==> src/rtl/ex_div.sv <==
// rtl/ex_div.sv - iterative RV32M DIV/DIVU/REM/REMU unit with pipeline stall request.
// Optional DIV_EARLY_OUT_EN: one-cycle completion when |dividend| < |divisor|.
module ex_div #(
   parameter int DATA_W = 32,
   parameter int ITER_W = 6
) (
   input  logic              clk,
   input  logic              rst,
   input  logic              start_i,
   input  logic [1:0]        op_i,
   input  logic [DATA_W-1:0] dividend_i,
   input  logic [DATA_W-1:0] divisor_i,
   input  logic [4:0]        rd_i,
   input  logic              flush_i,
   output logic              busy_o,
   output logic              ready_o,
   output logic [DATA_W-1:0] result_o,
   output logic [4:0]        rd_o,
   output logic              stall_req_o
);

   typedef enum logic [1:0] {S_IDLE, S_CALC, S_DONE} state_t;

   state_t              state_q, state_d;
   logic [ITER_W-1:0]   cnt_q;
   logic [DATA_W:0]     rem_q;
   logic [DATA_W-1:0]   quo_q;
   logic [DATA_W-1:0]   dvs_q;
   logic                rem_sel_q;
   logic                qneg_q;
   logic                rneg_q;
   logic [4:0]          rd_q;
   logic                busy_q;
   logic                ready_q;
   logic [DATA_W-1:0]   result_q;
   logic [4:0]          rd_out_q;

   logic                accept;
   logic                calc_en;
   logic                signed_op;
   logic                dvd_neg, dvs_neg;
   logic [DATA_W-1:0]   abs_dvd, abs_dvs;
   logic                div_zero, ovf, early, fast;
   logic [DATA_W-1:0]   fast_res;
   logic [DATA_W:0]     rem_sh, rem_n;
   logic [DATA_W-1:0]   quo_n;
   logic                geq;
   logic [DATA_W-1:0]   q_fix, r_fix, calc_res;

   // Start-cycle operand conditioning and fast-path detection
   always_comb begin
      signed_op = ~op_i[0];
      dvd_neg   = signed_op & dividend_i[DATA_W-1];
      dvs_neg   = signed_op & divisor_i[DATA_W-1];
      abs_dvd   = dvd_neg ? (~dividend_i + 1'b1) : dividend_i;
      abs_dvs   = dvs_neg ? (~divisor_i + 1'b1) : divisor_i;
      div_zero  = (divisor_i == '0);
      ovf       = signed_op & (dividend_i == {1'b1, {(DATA_W-1){1'b0}}}) & (divisor_i == '1);
`ifdef DIV_EARLY_OUT_EN
      early     = ~div_zero & ~ovf & (abs_dvd < abs_dvs);
`else
      early     = 1'b0;
`endif
      fast      = div_zero | ovf | early;
      if (div_zero)
         fast_res = op_i[1] ? dividend_i : '1;
      else if (ovf)
         fast_res = op_i[1] ? '0 : dividend_i;
      else
         fast_res = op_i[1] ? dividend_i : '0;
   end

   // One restoring step; the final step also feeds the sign fix-up directly
   always_comb begin
      rem_sh   = (DATA_W+1)'({rem_q, quo_q[DATA_W-1]});
      geq      = (rem_sh >= {1'b0, dvs_q});
      rem_n    = geq ? (rem_sh - {1'b0, dvs_q}) : rem_sh;
      quo_n    = {quo_q[DATA_W-2:0], geq};
      q_fix    = qneg_q ? (~quo_n + 1'b1) : quo_n;
      r_fix    = rneg_q ? (~rem_n[DATA_W-1:0] + 1'b1) : rem_n[DATA_W-1:0];
      calc_res = rem_sel_q ? r_fix : q_fix;
   end

   always_ff @(posedge clk) begin
      if (rst)
         state_q <= S_IDLE;
      else
         state_q <= state_d;
   end

   always_comb begin
      state_d = state_q;
      case (state_q)
         S_IDLE: if (start_i) state_d = fast ? S_DONE : S_CALC;
         S_CALC: if (cnt_q == ITER_W'(DATA_W-1)) state_d = S_DONE;
         S_DONE: state_d = S_IDLE;
         default: state_d = S_IDLE;
      endcase
      if (flush_i)
         state_d = S_IDLE;
   end

   always_comb begin
      accept      = (state_q == S_IDLE) & start_i & ~flush_i;
      calc_en     = (state_q == S_CALC);
      stall_req_o = accept | (calc_en & ~flush_i);
   end

   always_ff @(posedge clk) begin
      if (rst) begin
         cnt_q     <= '0;
         rem_q     <= '0;
         quo_q     <= '0;
         dvs_q     <= '0;
         rem_sel_q <= 1'b0;
         qneg_q    <= 1'b0;
         rneg_q    <= 1'b0;
         rd_q      <= '0;
         busy_q    <= 1'b0;
         ready_q   <= 1'b0;
         result_q  <= '0;
         rd_out_q  <= '0;
      end else begin
         busy_q  <= (state_d != S_IDLE);
         ready_q <= (state_d == S_DONE);
         if (accept) begin
            cnt_q     <= '0;
            rem_q     <= '0;
            quo_q     <= abs_dvd;
            dvs_q     <= abs_dvs;
            rem_sel_q <= op_i[1];
            qneg_q    <= dvd_neg ^ dvs_neg;
            rneg_q    <= dvd_neg;
            rd_q      <= rd_i;
         end else if (calc_en) begin
            cnt_q <= cnt_q + 1'b1;
            rem_q <= rem_n;
            quo_q <= quo_n;
         end
         if (state_d == S_DONE) begin
            result_q <= (state_q == S_IDLE) ? fast_res : calc_res;
            rd_out_q <= (state_q == S_IDLE) ? rd_i : rd_q;
         end
      end
   end

   assign busy_o   = busy_q;
   assign ready_o  = ready_q;
   assign result_o = result_q;
   assign rd_o     = rd_out_q;

endmodule

==> config.mk <==
export PLATFORM = sky130hd
export DESIGN_NAME = ex_div
export DESIGN_NICKNAME = d
export VERILOG_FILES = /design/src/rtl/ex_div.sv
export SDC_FILE = /design/constraint.sdc
export NUM_CORES = 1
export LEC_CHECK = 0
export ABC_AREA = 0
export BUFFER_PORTS_ARGS = -buffer_cell sky130_fd_sc_hd__buf_2
export CELL_PAD_IN_SITES_DETAIL_PLACEMENT = 1
export CELL_PAD_IN_SITES_GLOBAL_PLACEMENT = 2
export CORE_MARGIN = 2
export CORE_UTILIZATION = 35
export DETAILED_ROUTE_END_ITERATION = 16
export PLACE_DENSITY = 0.77
export SYNTH_ARGS = -nofsm -noshare
export SYNTH_HDL_FRONTEND = slang
export SYNTH_SLANG_ARGS = --single-unit
==> constraint.sdc <==
create_clock -name clk -period 6.8 [get_ports clk]
set_clock_uncertainty 0.05 [all_clocks]
set_input_delay 0.68 -clock clk [delete_from_list [all_inputs] [get_ports clk]]
set_output_delay 0.68 -clock clk [all_outputs]
set_load 0.05 [all_outputs]
==> run metrics <==
outcome completed; Die ar. 36000 sq um; top cells by area, synth dfxtp_1, nand2_1, nor2_1, xnor2_1, a21oi_1; Antenna Nets Post-Route 0; worst min path class flip-flop to flip-flop; Resize count post-CTS 0; fin crit period 5.68 ns; total setup buffers inserted after CTS 0; Finished Core Util 39.5%; Setup crit end kind flip-flop; placed cells 2138; worst hold margin 0.406 ns; Reg-to-Reg Start rem_q[14]$_SDFFE_PP0P_; Core Area 34300 sq um; DR pass1 iterations 6; RSZ-0062 raised after global routing no; CTS tree done; critical path peak fanout 21; number of buffers inserted by hold repair at cts 0; Hold Fails Final Rpt 0; Syn Std Cell Area 12100 sq um; vias per cell 5.92; critical path required time 7.08 ns; worst skew pair latency 0.45 ns; Layout Cells excl Fill 2170; ys flop type dfxtp_1; largest net degree at the start of global routing 88; area share of the largest cell type after synthesis 25.0%; antenna cells 0; initial antenna violation count 1; WL met3 1870 microns; nets@finish 1816; routability cong. 0.913; Worst R2R Path Depth 17; Hold Path Sink rd_q[0]$_SDFFE_PP0P_; WL met2 21700 microns; port bufs 114; crit path kind flip-flop to flip-flop; max_slew headroom 24.2%; Max Used Layer met5; Max Fclk 0.176 GHz; RR Endpoint result_o[26]$_SDFFE_PP0P_; CP arrival 5.95 ns; vias in the first global route 12736; PD cells 238 nW/um^2; hpwl dp 35600 microns; GRT Residual Overflow 0; Final Max Tran Viols 0; # setup viols final 0; Distinct cells, synth 93; CTS root buf clkbuf_16; startpoint type of the worst setup path flip-flop; largest area contributor in the netlist dfxtp_1; Post-Synthesis Cells 1664; GRT Util Overall 26.1%; hold path depth 2; Max IR drop VDD 0.198 mV; DRT Wirelength 46700 microns; wire per inst 21.5 microns; syn_nets 1778; min setup slack post-route 1.12 ns; first-pass GRT wire length 73500 microns; total CTS buffers 17; Post-synth EDFFs 0; Synth Warn # 0; area growth from synthesis to layout 12.0%; Tcrit/Tclk final 83.5%; Leakage 4.97 nW; Die Wd 190 microns; via count 12854; Chip Height 190 microns; clock-pin slew on the worst setup and hold paths 0.07 ns; drt drc 0; I/O pin count 115; Max Cap Violations 0; Starting Density 35.2%; Clock Path Buffers 2; proportion of layout cells with a drive suffix above 1 12.2%; Post-synth ARST share 0%; DRT iter0 DRCs 907; met1 WL 22300 microns; Seq cells post-synth 151; worst slack at placement 1.28 ns; FILL cells 4349; H-tree depth 4; Sink Count 151; register area share after synthesis 25.0%; worst slew pin tran 1.13 ns; flop-to-flop setup slack 1.12 ns; Worst Hold Launch rd_q[0]$_SDFFE_PP0P_; Avg Cell Area, Syn 7.26 sq um; site row count 68; setup TNS 0 ns
cells in the mapped netlist, types with 4 or more instances:
library cell  number
nor2_1           202
buf_2             11
o211ai_1          19
nor4b_1            4
nor2b_1            6
nand2b_1          19
ha_1              38
inv_1             52
o21ai_0          105
xnor2_1           70
xor2_1            45
buf_1              7
or2_2              8
a211o_1            5
dfxtp_1          151
nor4_1            18
a211oi_1          58
a311oi_1          60
o41ai_1           12
nand3_1           25
and4_1             7
buf_6              5
and3_1            12
o311ai_0           4
a31oi_1           19
nand4_1           28
a21o_1            11
or3_1             24
and2_1             5
o211a_1            4
nand2_1          206
o21a_1            13
o22ai_1            6
nor3_1            50
clkbuf_1          90
o31ai_1           26
a21oi_1          110
mux2i_1           24
or4_1             18
cells in the final DEF (no fill, tap or decap), drive strengths merged, types with 20 or more instances in the layout:
master  Yosys  layout
dfxtp     151     151
a31oi      20      20
ha         38      38
nor3       52      52
buf        25     134
nor2      203     203
o21ai     108     108
nand2     207     207
xor2       45      45
xnor2      70      70
or3        26      26
nand4      28      28
mux2i      24      24
a211oi     59      59
inv        53      53
o211ai     20      20
a311oi     60      60
nand3      25      25
a21oi     110     110
o31ai      26      26
sequential cells by signal, summed over array words and instances, names as in the netlist, 2 cells and up:
signal	count
rd_q	5
result_o	32
rd_o	5
state_q	2
rem_q	32
dvs_q	32
quo_q	32
cnt_q	6
worst max path at each step:
stage | startpoint | endpoint | slack, ns | cells after the start
5_1_grt | rem_q[14]$_SDFFE_PP0P_ | result_o[26]$_SDFFE_PP0P_ | 0.56 | 17
6_report | rem_q[14]$_SDFFE_PP0P_ | result_o[26]$_SDFFE_PP0P_ | 1.12 | 17
4_1_cts | rem_q[14]$_SDFFE_PP0P_ | result_o[26]$_SDFFE_PP0P_ | 1.19 | 17
3_5_place_dp | rem_q[14]$_SDFFE_PP0P_ | result_o[26]$_SDFFE_PP0P_ | 1.28 | 17
3_3_place_gp | rem_q[2]$_SDFFE_PP0P_ | result_o[26]$_SDFFE_PP0P_ | 1.59 | 17
2_1_floorplan | rem_q[2]$_SDFFE_PP0P_ | result_o[28]$_SDFFE_PP0P_ | 1.89 | 22
power breakdown:
part / switching [W] / internal, W / leakage [nW]
registers: 0.0000463 / 0.000925 / 1.23
logic: 0.000804 / 0.000402 / 3.44
clock network: 0.000426 / 0.000622 / 0.295
critical path, stage by stage, from the launching register on:
cell       delay [ns]
dfxtp_1          0.39
ha_1             0.49
nand4_1          0.24
nor4_1           0.42
nand4_1          0.17
and3_1           0.36
nand2_4          0.32
mux2i_1          0.34
ha_1             0.27
nand3_1          0.16
nor4_1           0.52
and2_1           0.27
nor4b_1          0.39
a31oi_1          0.17
nor3_2           0.36
nand2_1          0.12
a2111oi_0        0.42
nor3_1           0.09
layer usage:
metal | global-route usage [%] | vias up
met5 | 0 | -
met4 | 6.26 | 2
met3 | 4.15 | 44
met2 | 42.8 | 269
met1 | 36.0 | 6351
li1 | - | 6188
stage by stage:
step,area (sq um),total power [W]
global placement,12900,0.00217
floorplan,12100,0.00183
CTS,13500,0.00324
finish,13500,0.00323
global route,13500,0.00342
detailed placement,12900,0.00218
final cells by class:
type	instances	area [sq um]	share of cell area, %
inverters	55	206	1.53
clock buffers	19	443	3.27
multi-input cells	1343	8390	62.0
repair buffers	134	723	5.34
flip-flops and latches	151	3020	22.3
well taps	455	569	4.21
clock inverters	13	179	1.32
logic make-up (layout without fill, tap and decap cells):
logic type | count (synthesis) | in the layout | synth area share (%)
AND/OR/NAND/NOR | 658 | 658 | 25.8
AO/OA/AOI/OAI | 505 | 505 | 28.8
buffers and inverters | 170 | 221 | 5.77
flip-flops | 151 | 151 | 25.0
XOR/XNOR | 115 | 115 | 8.34
adder cells (fa/ha/maj) | 39 | 39 | 4.10
multiplexers | 26 | 26 | 2.18
Note: power is estimated with default switching activity, not from simulation.
